## config.mk

```make
export PLATFORM = sky130hd
export DESIGN_NAME = hawk_att_lkup
export DESIGN_NICKNAME = d
export VERILOG_FILES = /design/src/rtl/hawk_att_lkup_pkg.sv /design/src/rtl/hawk_att_entry_decode.sv /design/src/rtl/hawk_att_lkup.sv
export SDC_FILE = /design/constraint.sdc
export NUM_CORES = 1
export LEC_CHECK = 0
export ABC_AREA = 1
export BUFFER_PORTS_ARGS = -buffer_cell sky130_fd_sc_hd__buf_2
export CELL_PAD_IN_SITES_DETAIL_PLACEMENT = 1
export CELL_PAD_IN_SITES_GLOBAL_PLACEMENT = 1
export CORE_AREA = 4 4 256 258
export DETAILED_ROUTE_END_ITERATION = 10
export DIE_AREA = 0 0 260 262
export MAX_ROUTING_LAYER = met4
export PLACE_DENSITY_LB_ADDON = 0.1
export SYNTH_ARGS = -nofsm -noshare
export SYNTH_HDL_FRONTEND = slang
export SYNTH_HIERARCHICAL = 1
export SYNTH_SLANG_ARGS = --single-unit
```

## constraint.sdc

```tcl
create_clock -name clk_i -period 4.1 [get_ports clk_i]
set_input_delay 0 -clock clk_i [delete_from_list [all_inputs] [get_ports clk_i]]
set_output_delay 0 -clock clk_i [all_outputs]
set_load 0.01 [all_outputs]
```

## src/rtl/hawk_att_lkup_pkg.sv

```systemverilog
// hawk_att_lkup_pkg: shared types, constants and helpers for the ATT lookup front end
package hawk_att_lkup_pkg;
    localparam int ADDR_WIDTH = 40;
    localparam int PPN_WIDTH = ADDR_WIDTH - 12;
    localparam int ATT_ENTRY_MAX = 65536;
    localparam int IDX_WIDTH = $clog2(ATT_ENTRY_MAX);
    localparam int LINE_BITS = 512;
    localparam logic [1:0] AXI_RESP_OKAY = 2'b00;
    localparam logic [1:0] STS_DALLOC = 2'b00;
    localparam logic [1:0] STS_UNCOMP = 2'b01;
    localparam logic [1:0] STS_COMP = 2'b10;
    localparam logic [1:0] STS_INCOMP = 2'b11;

    typedef enum logic [1:0] {IDLE, ADDR, DATA, RESP} hawk_att_lkup_state_t;

    typedef struct packed {
        logic [63-PPN_WIDTH-10:0] rsvd;
        logic [7:0] zpd_cnt;
        logic [PPN_WIDTH-1:0] way;
        logic [1:0] sts;
    } att_entry_t;

    typedef struct packed {
        logic lookup;
        logic [PPN_WIDTH-1:0] hppa;
        logic zero_blk_wr;
    } att_lkup_reqpkt_t;

    typedef struct packed {
        logic [ADDR_WIDTH-1:0] ppa;
        logic [1:0] sts;
        logic allow_access;
        logic zpd_update;
        logic [7:0] zpd_cnt;
    } trnsl_reqpkt_t;

    typedef struct packed {
        logic arvalid;
        logic [ADDR_WIDTH-1:0] araddr;
        logic [7:0] arlen;
        logic rready;
    } axi_rd_reqpkt_t;

    typedef struct packed {
        logic arready;
    } axi_rd_rdypkt_t;

    typedef struct packed {
        logic [LINE_BITS-1:0] rdata;
        logic [1:0] rresp;
        logic rvalid;
        logic rlast;
    } axi_rd_resppkt_t;

    typedef struct packed {
        logic [ADDR_WIDTH-1:0] line;
        logic [2:0] slot;
    } att_line_t;

    function automatic logic [LINE_BITS-1:0] get_8byte_byteswap(input logic [LINE_BITS-1:0] d);
        logic [LINE_BITS-1:0] r;
        for (int w = 0; w < LINE_BITS / 64; w++)
            for (int b = 0; b < 8; b++)
                r[64*w+8*b +: 8] = d[64*w+8*(7-b) +: 8];
        return r;
    endfunction

    function automatic att_line_t att_entry_line_addr(input logic [IDX_WIDTH-1:0] idx,
                                                      input logic [ADDR_WIDTH-1:0] att_start);
        logic [ADDR_WIDTH-1:0] ea;
        ea = att_start + (ADDR_WIDTH'(idx) << 3);
        return '{line: {ea[ADDR_WIDTH-1:6], 6'b0}, slot: idx[2:0]};
    endfunction
endpackage

```

## src/rtl/hawk_att_entry_decode.sv

```systemverilog
// hawk_att_entry_decode: turns a fetched ATT entry into a translation result
module hawk_att_entry_decode
    import hawk_att_lkup_pkg::*;
(
    input  att_entry_t    entry,
    input  logic          zero_blk_wr,
    input  logic [1:0]    rresp,
    output trnsl_reqpkt_t trnsl,
    output logic          err
);
    logic uncomp, bump, unused_rsvd;
    assign unused_rsvd = ^entry.rsvd;
    assign err = rresp != AXI_RESP_OKAY;
    assign uncomp = entry.sts == STS_UNCOMP;
    assign bump = zero_blk_wr && uncomp && !err;
    assign trnsl.ppa = {entry.way, 12'h0};
    assign trnsl.sts = entry.sts;
    assign trnsl.allow_access = uncomp && !err;
    assign trnsl.zpd_update = bump;
    // zero-page count saturates rather than wrapping
    assign trnsl.zpd_cnt = bump && entry.zpd_cnt != 8'hff ? entry.zpd_cnt + 8'd1 : entry.zpd_cnt;
endmodule

```

## src/rtl/hawk_att_lkup.sv

```systemverilog
// hawk_att_lkup: fetches and decodes one ATT entry per host page over AXI read
module hawk_att_lkup
    import hawk_att_lkup_pkg::*;
#(
    parameter logic [ADDR_WIDTH-1:0] ATT_START = 40'hFF_F610_0000,
    parameter logic [ADDR_WIDTH-1:0] HPPA_BASE = 40'hFF_F640_0000,
    parameter int unsigned ENTRY_CNT = 24
) (
    input  logic             clk_i,
    input  logic             rst_ni,
    input  att_lkup_reqpkt_t lkup_req_i,
    output logic             lkup_ready_o,
    output axi_rd_reqpkt_t   rd_req_o,
    input  axi_rd_rdypkt_t   rd_rdy_i,
    input  axi_rd_resppkt_t  rd_resp_i,
    output trnsl_reqpkt_t    trnsl_o,
    output logic             trnsl_valid_o,
    input  logic             trnsl_ready_i,
    output logic             lkup_err_o,
    output logic             busy_o
);
    hawk_att_lkup_state_t state, state_nxt;
    logic [IDX_WIDTH-1:0] idx, idx_q;
    logic zbw_q, got_q, accept, beat, done, illegal, dec_err;
    logic [1:0] rresp_q;
    logic [LINE_BITS-1:0] swapped;
    att_entry_t ent_q, beat_ent;
    att_line_t loc;
    trnsl_reqpkt_t dec_trnsl;

    assign idx = IDX_WIDTH'(lkup_req_i.hppa - HPPA_BASE[ADDR_WIDTH-1:12]);
    assign illegal = 32'(idx) >= ENTRY_CNT;
    assign loc = att_entry_line_addr(idx_q, ATT_START);
    assign swapped = get_8byte_byteswap(rd_resp_i.rdata);
    assign beat_ent = swapped[{loc.slot, 6'b0} +: 64];
    assign accept = state == IDLE && lkup_req_i.lookup;
    assign beat = state == DATA && rd_resp_i.rvalid;
    assign done = beat && rd_resp_i.rlast;

    // the first beat is decoded directly so a single-beat burst exits in its own cycle
    hawk_att_entry_decode u_dec (
        .entry       (got_q ? ent_q : beat_ent),
        .zero_blk_wr (zbw_q),
        .rresp       (got_q ? rresp_q : rd_resp_i.rresp),
        .trnsl       (dec_trnsl),
        .err         (dec_err)
    );

    always_ff @(posedge clk_i or negedge rst_ni)
        if (!rst_ni) state <= IDLE;
        else state <= state_nxt;

    always_comb begin
        state_nxt = state;
        case (state)
            IDLE: if (accept) state_nxt = illegal ? RESP : ADDR;
            ADDR: if (rd_rdy_i.arready) state_nxt = DATA;
            DATA: if (done) state_nxt = RESP;
            RESP: if (trnsl_ready_i) state_nxt = IDLE;
            default: state_nxt = IDLE;
        endcase
    end

    always_comb begin
        lkup_ready_o = state == IDLE;
        busy_o = state != IDLE;
        trnsl_valid_o = state == RESP;
        rd_req_o = '0;
        rd_req_o.arvalid = state == ADDR;
        rd_req_o.araddr = state == ADDR ? loc.line : '0;
        rd_req_o.rready = state == DATA;
    end

    always_ff @(posedge clk_i or negedge rst_ni) begin
        if (!rst_ni) begin
            idx_q <= '0;
            zbw_q <= 1'b0;
            got_q <= 1'b0;
            ent_q <= '0;
            rresp_q <= '0;
            trnsl_o <= '0;
            lkup_err_o <= 1'b0;
        end else begin
            if (accept) begin
                idx_q <= idx;
                zbw_q <= lkup_req_i.zero_blk_wr;
                got_q <= 1'b0;
            end
            if (beat && !got_q) begin
                ent_q <= beat_ent;
                rresp_q <= rd_resp_i.rresp;
                got_q <= 1'b1;
            end
            if (accept && illegal) begin
                trnsl_o <= '{ppa: '0, sts: STS_DALLOC, allow_access: 1'b0, zpd_update: 1'b0, zpd_cnt: '0};
                lkup_err_o <= 1'b1;
            end else if (done) begin
                trnsl_o <= dec_trnsl;
                lkup_err_o <= dec_err;
            end else if (state == RESP && trnsl_ready_i) begin
                trnsl_o <= '0;
                lkup_err_o <= 1'b0;
            end
        end
    end
endmodule

```

# Yosys cells after proc, flatten, opt, wreduce, memory -nomap -nowiden
# Index checks and enable logic that the tools add are counted.
[totals]
elab_cells = 64
out_inout_bits = 106
register_bits = 113
input_bits = 550
[classes]
n_shift = 1
mux = 18
order_cmp = 1
addsub = 3
reduce_logical = 18
eq_ne = 9
[ops]
columns = ["cell", "n"]
rows = [
  ["512-bit by 10-bit indexed part select with 38-bit output", 1],
  ["52-bit two-way mux", 3],
  ["40-bit two-way mux", 1],
  ["38-bit two-way mux", 1],
  ["29-bit by 20-bit adder with 30-bit output (first input constant)", 1],
  ["16-bit by 5-bit >= comparator with 1-bit output (second input constant)", 1],
  ["16-bit by 15-bit subtractor with 16-bit output (second input constant)", 1],
  ["2-bit two-way mux", 6],
  ["1-bit logical AND", 10],
  ["8-bit by 1-bit adder with 8-bit output (second input constant)", 1],
  ["8-bit two-way mux", 1],
  ["2-bit by 1-bit inequality test with 1-bit output (second input constant)", 4],
  ["8-bit inequality test (second input constant)", 1],
  ["2-bit one-hot mux with 4 select lines", 1],
  ["2-bit nonzero test", 3],
  ["1-bit two-way mux", 5],
  ["2-bit by 1-bit == test with 1-bit output (second input constant)", 2],
  ["2-bit == test (second input constant)", 2],
  ["4-bit AND reduction", 1],
  ["3-bit nonzero test", 1],
  ["1-bit zero test", 2],
  ["2-bit zero test", 1],
]

# Logic depth before layout (Yosys ltp)
[logic_depth]
depth_word = 9
ltp_mapped = 22
ltp_nobuf = 18

# Cells and area by module
# The synthesis kept the hierarchy.
[modules_own_cells]
columns = ["mod", "seq_area_each_um2", "n_inst", "cells_each", "area_each_um2"]
rows = [
  ["hawk_att_lkup", 3478.3, 1, 1821, 11130.7],
  ["hawk_att_entry_decode", 0.0, 1, 111, 641.9],
]

# Worst setup path after synthesis
# OpenSTA, ideal clock, no wires.
[synth_timing]
kind = "register to register"
start = "reg idx_q[0]"
end = "reg trnsl_o[5] (netlist name)"
synth_period_minus_slack_ps = 2465
setup_ps = 118
slack_ps = 1635
required_ps = 3982
stages_incl_launch_ff = 21
arrival_ps = 2347
path_buffers = 3
cell_sequence = "dfrtp_1 -> inv_2 -> buf_4 -> buf_4 -> buf_2 -> nor2_1 -> o211ai_1 -> o21ai_1 -> o21ai_1 -> ha_1 -> nand3_2 -> clkinv_1 -> nand2_2 -> nand2_4 -> inv_4 -> nand2_1 -> nand2_1 -> inv_1 -> nor2_1 -> nand2_1 -> nand2_1"
[synth_rtl]
columns = ["item", "line_no", "text"]
rows = [
  ["start, declared", "hawk_att_lkup.sv:23", "logic [IDX_WIDTH-1:0] idx, idx_q;"],
  ["start signal, assigned", "hawk_att_lkup.sv:85", "idx_q <= idx;"],
  ["end signal, assigned", "hawk_att_lkup.sv:95", "trnsl_o <= '{ppa: '0, sts: STS_DALLOC, allow_access: 1'b0, zpd_update: 1'b0, zpd_cnt: '0};"],
  ["end signal, assigned", "hawk_att_lkup.sv:98", "trnsl_o <= dec_trnsl;"],
  ["end, declared", "hawk_att_lkup.sv:16", "output trnsl_reqpkt_t trnsl_o,"],
]

==> impl_metrics.ini <==
[cells_and_area]
finalNonFillerCells = 2629
finalNetCount = 2299
multi_input_comb_area_sq_um = 4740
drive_above_1_share = 0.274
area_delta_synth_final_pct = 36.0
seqCellArea_sq_um = 2840
fillers = 7937

[logic_synthesis]
syn_inst = 1436
syn_area_sq_um = 8980
yosysWarnings = 6
synth.avg_cell_area_sq_um = 6.25

[routing]
vias = 10100
antenna_left = 0
drc = 0
drt-met1-wl_microns = 23200
route.met3.wl_microns = 3450
met2_length_microns = 19600
drt_first_pass_iters = 4
viasPerCell = 3.83
wl_per_cell_microns = 17.7
drt_iter0_drc = 517
wl_microns = 46500
highest_layer = met4

[floorplanning]
pin_count = 656
core-area_sq_um = 63000
initial_core_util = 0.143
die_w_microns = 260
rows = 92
die_area_sq_um = 68100
die_h_microns = 262

[worst_setup_path]
cp_max_fo = 50
worst_ep_required_time_ns = 4.41
rr_startpoint = idx_q[0]$_DFFE_PN0P_
timing.rr.end = trnsl_o[7]$_DFFE_PN0P_
critPathArrivalTime_ns = 3.48
reg2reg_depth = 17
worstSetupEndpointType = register
cp-start-kind = register
rrSetupSlack_ns = 0.93
critPathKind = reg2reg

[sta]
skew_ns = 0.0111
fin_crit_ns = 3.17
slew_viol_final = 0
clock.fmax_mhz = 316
setup_viol = 0
worstMarginPinSlew_ns = 1.16
slew-limit-headroom = 0.227
tns_ns = 0
fin_crit_sh = 0.773
rsz0062_at_grt = no
finalHoldViolations = 0

[hold_path]
min-delay-start = rd_resp_i[362]
hold_end = ent_q[30]$_DFFE_PN0P_
worstHoldPathCells = 5
hold_class = in2reg

[clock_network]
root_buffer = clkbuf_16
post_cts_buffers = 0
cts_resized = 0
clk_path_buf_depth = 2
cts_hold_buf = 23
cts_max_level = 4
cts_tree = built
cts-buffers-inserted = 17
insertion_delay_ns = 0.43
numClockSinks = 113
clk_pin_slew_worst_paths_ns = 0.06

[global_routing]
grt_pass1_wl_microns = 69200
antenna_found_initial = 27
grt_pass1_vias = 10800
grt_max_degree = 106
grt_overflow_total = 0
track_usage = 0.138

[placement]
routabilityCongestion = 0.850
placed_cells = 2546
port_buffers = 415
dpl.hpwl_microns = 36300

[job]
drv_cap = 0

[power_and_ir_drop]
peakVddDrop_v = 0.000281
p_leak_uw = 0.00615
powerDensity_nw_per_um2 = 721

[run_status]
status = finished, final reports clean
-- state kept, by name, summed over array words and instances, names as in the netlist --
register	cells
idx_q	16
ent_q	38
rresp_q	2
state	2
trnsl_o	52
lkup_err_o	1
zbw_q	1
got_q	1
-- layout by cell type (no fill, tap or decap), drive strengths merged --
master       count
clkbuf          23
clkinv           3
dfrtp          113
xor2             2
o22ai            1
o211ai          38
inv             95
dlygate4sd3     23
o21ai          323
nand4            1
bufinv           5
buf            436
a31oi            2
o21bai           1
ha               7
conb            32
diode           28
nand2          284
xnor2            2
clkinvlp         2
nand3           63
nor2           298
nand3b           1
-- worst max-delay path: stages (launching register included) --
cell and delay (ns):
dfrtp_4 0.50, inv_4 0.40, buf_4 0.28, nor2_1 0.06, o211ai_1 0.16, o21ai_1 0.15
o21ai_1 0.54, nand3_2 0.18, clkinv_1 0.09, nand2_2 0.06, nand2_4 0.11, inv_4 0.06
nand2_1 0.09, nand2_1 0.06, inv_1 0.05, nor2_1 0.04, nand2_1 0.10, nand2_1 0.07
-- stage by stage --
| step | hold slack (ns) | setup WS [ns] | util | power [uW] | instance area [sq um] |
|---|---|---|---|---|---|
| 3_5_place_dp | 0.172 | 0.860 | 0.179 | 7290 | 11300 |
| 6_report | 0.0387 | 0.932 | 0.194 | 8800 | 12200 |
| 2_1_floorplan | -0.296 | 1.66 | - | 5750 | 9090 |
| 4_1_cts | 0.00373 | 0.833 | 0.193 | 9100 | 12100 |
| 5_1_grt | 0.0692 | 0.581 | 0.194 | 9850 | 12200 |
| 3_3_place_gp | 0.181 | 0.851 | 0.179 | 7200 | 11300 |
-- metal layers --
metal | global-route usage | vias up
met5 | - | -
met4 | 0.0247 | 0
met3 | 0.0454 | 18
met2 | 0.200 | 284
met1 | 0.190 | 4632
li1 | - | 5140
-- area by class of cell --
class,count,area share
antenna,28,0.00574
clock buffer,23,0.0391
clock inverter,9,0.0147
inverter,96,0.0299
multi-input combinational,1055,0.388
sequential,113,0.232
tap,846,0.0867
timing repair buffer,459,0.203
-- power breakdown --
| group | switching [uW] | leakage [uW] | internal (uW) |
|---|---|---|---|
| logic | 3380 | 0.00438 | 1620 |
| clock network | 573 | 0.000314 | 1130 |
| registers | 469 | 0.00146 | 1630 |
| total | 4420 | 0.00615 | 4380 |
-- worst max-delay path by stage --
stage / start / endpoint / slack, ns
2_1_floorplan: idx_q[0]$_DFFE_PN0P_ / trnsl_o[2]$_DFFE_PN0P_ / 1.66
5_1_grt: idx_q[0]$_DFFE_PN0P_ / trnsl_o[5]$_DFFE_PN0P_ / 0.58
4_1_cts: idx_q[0]$_DFFE_PN0P_ / trnsl_o[5]$_DFFE_PN0P_ / 0.83
3_3_place_gp: idx_q[0]$_DFFE_PN0P_ / trnsl_o[5]$_DFFE_PN0P_ / 0.85
3_5_place_dp: idx_q[0]$_DFFE_PN0P_ / trnsl_o[5]$_DFFE_PN0P_ / 0.86
6_report: idx_q[0]$_DFFE_PN0P_ / trnsl_o[7]$_DFFE_PN0P_ / 0.93
Note: power is estimated with default switching activity, not from simulation.
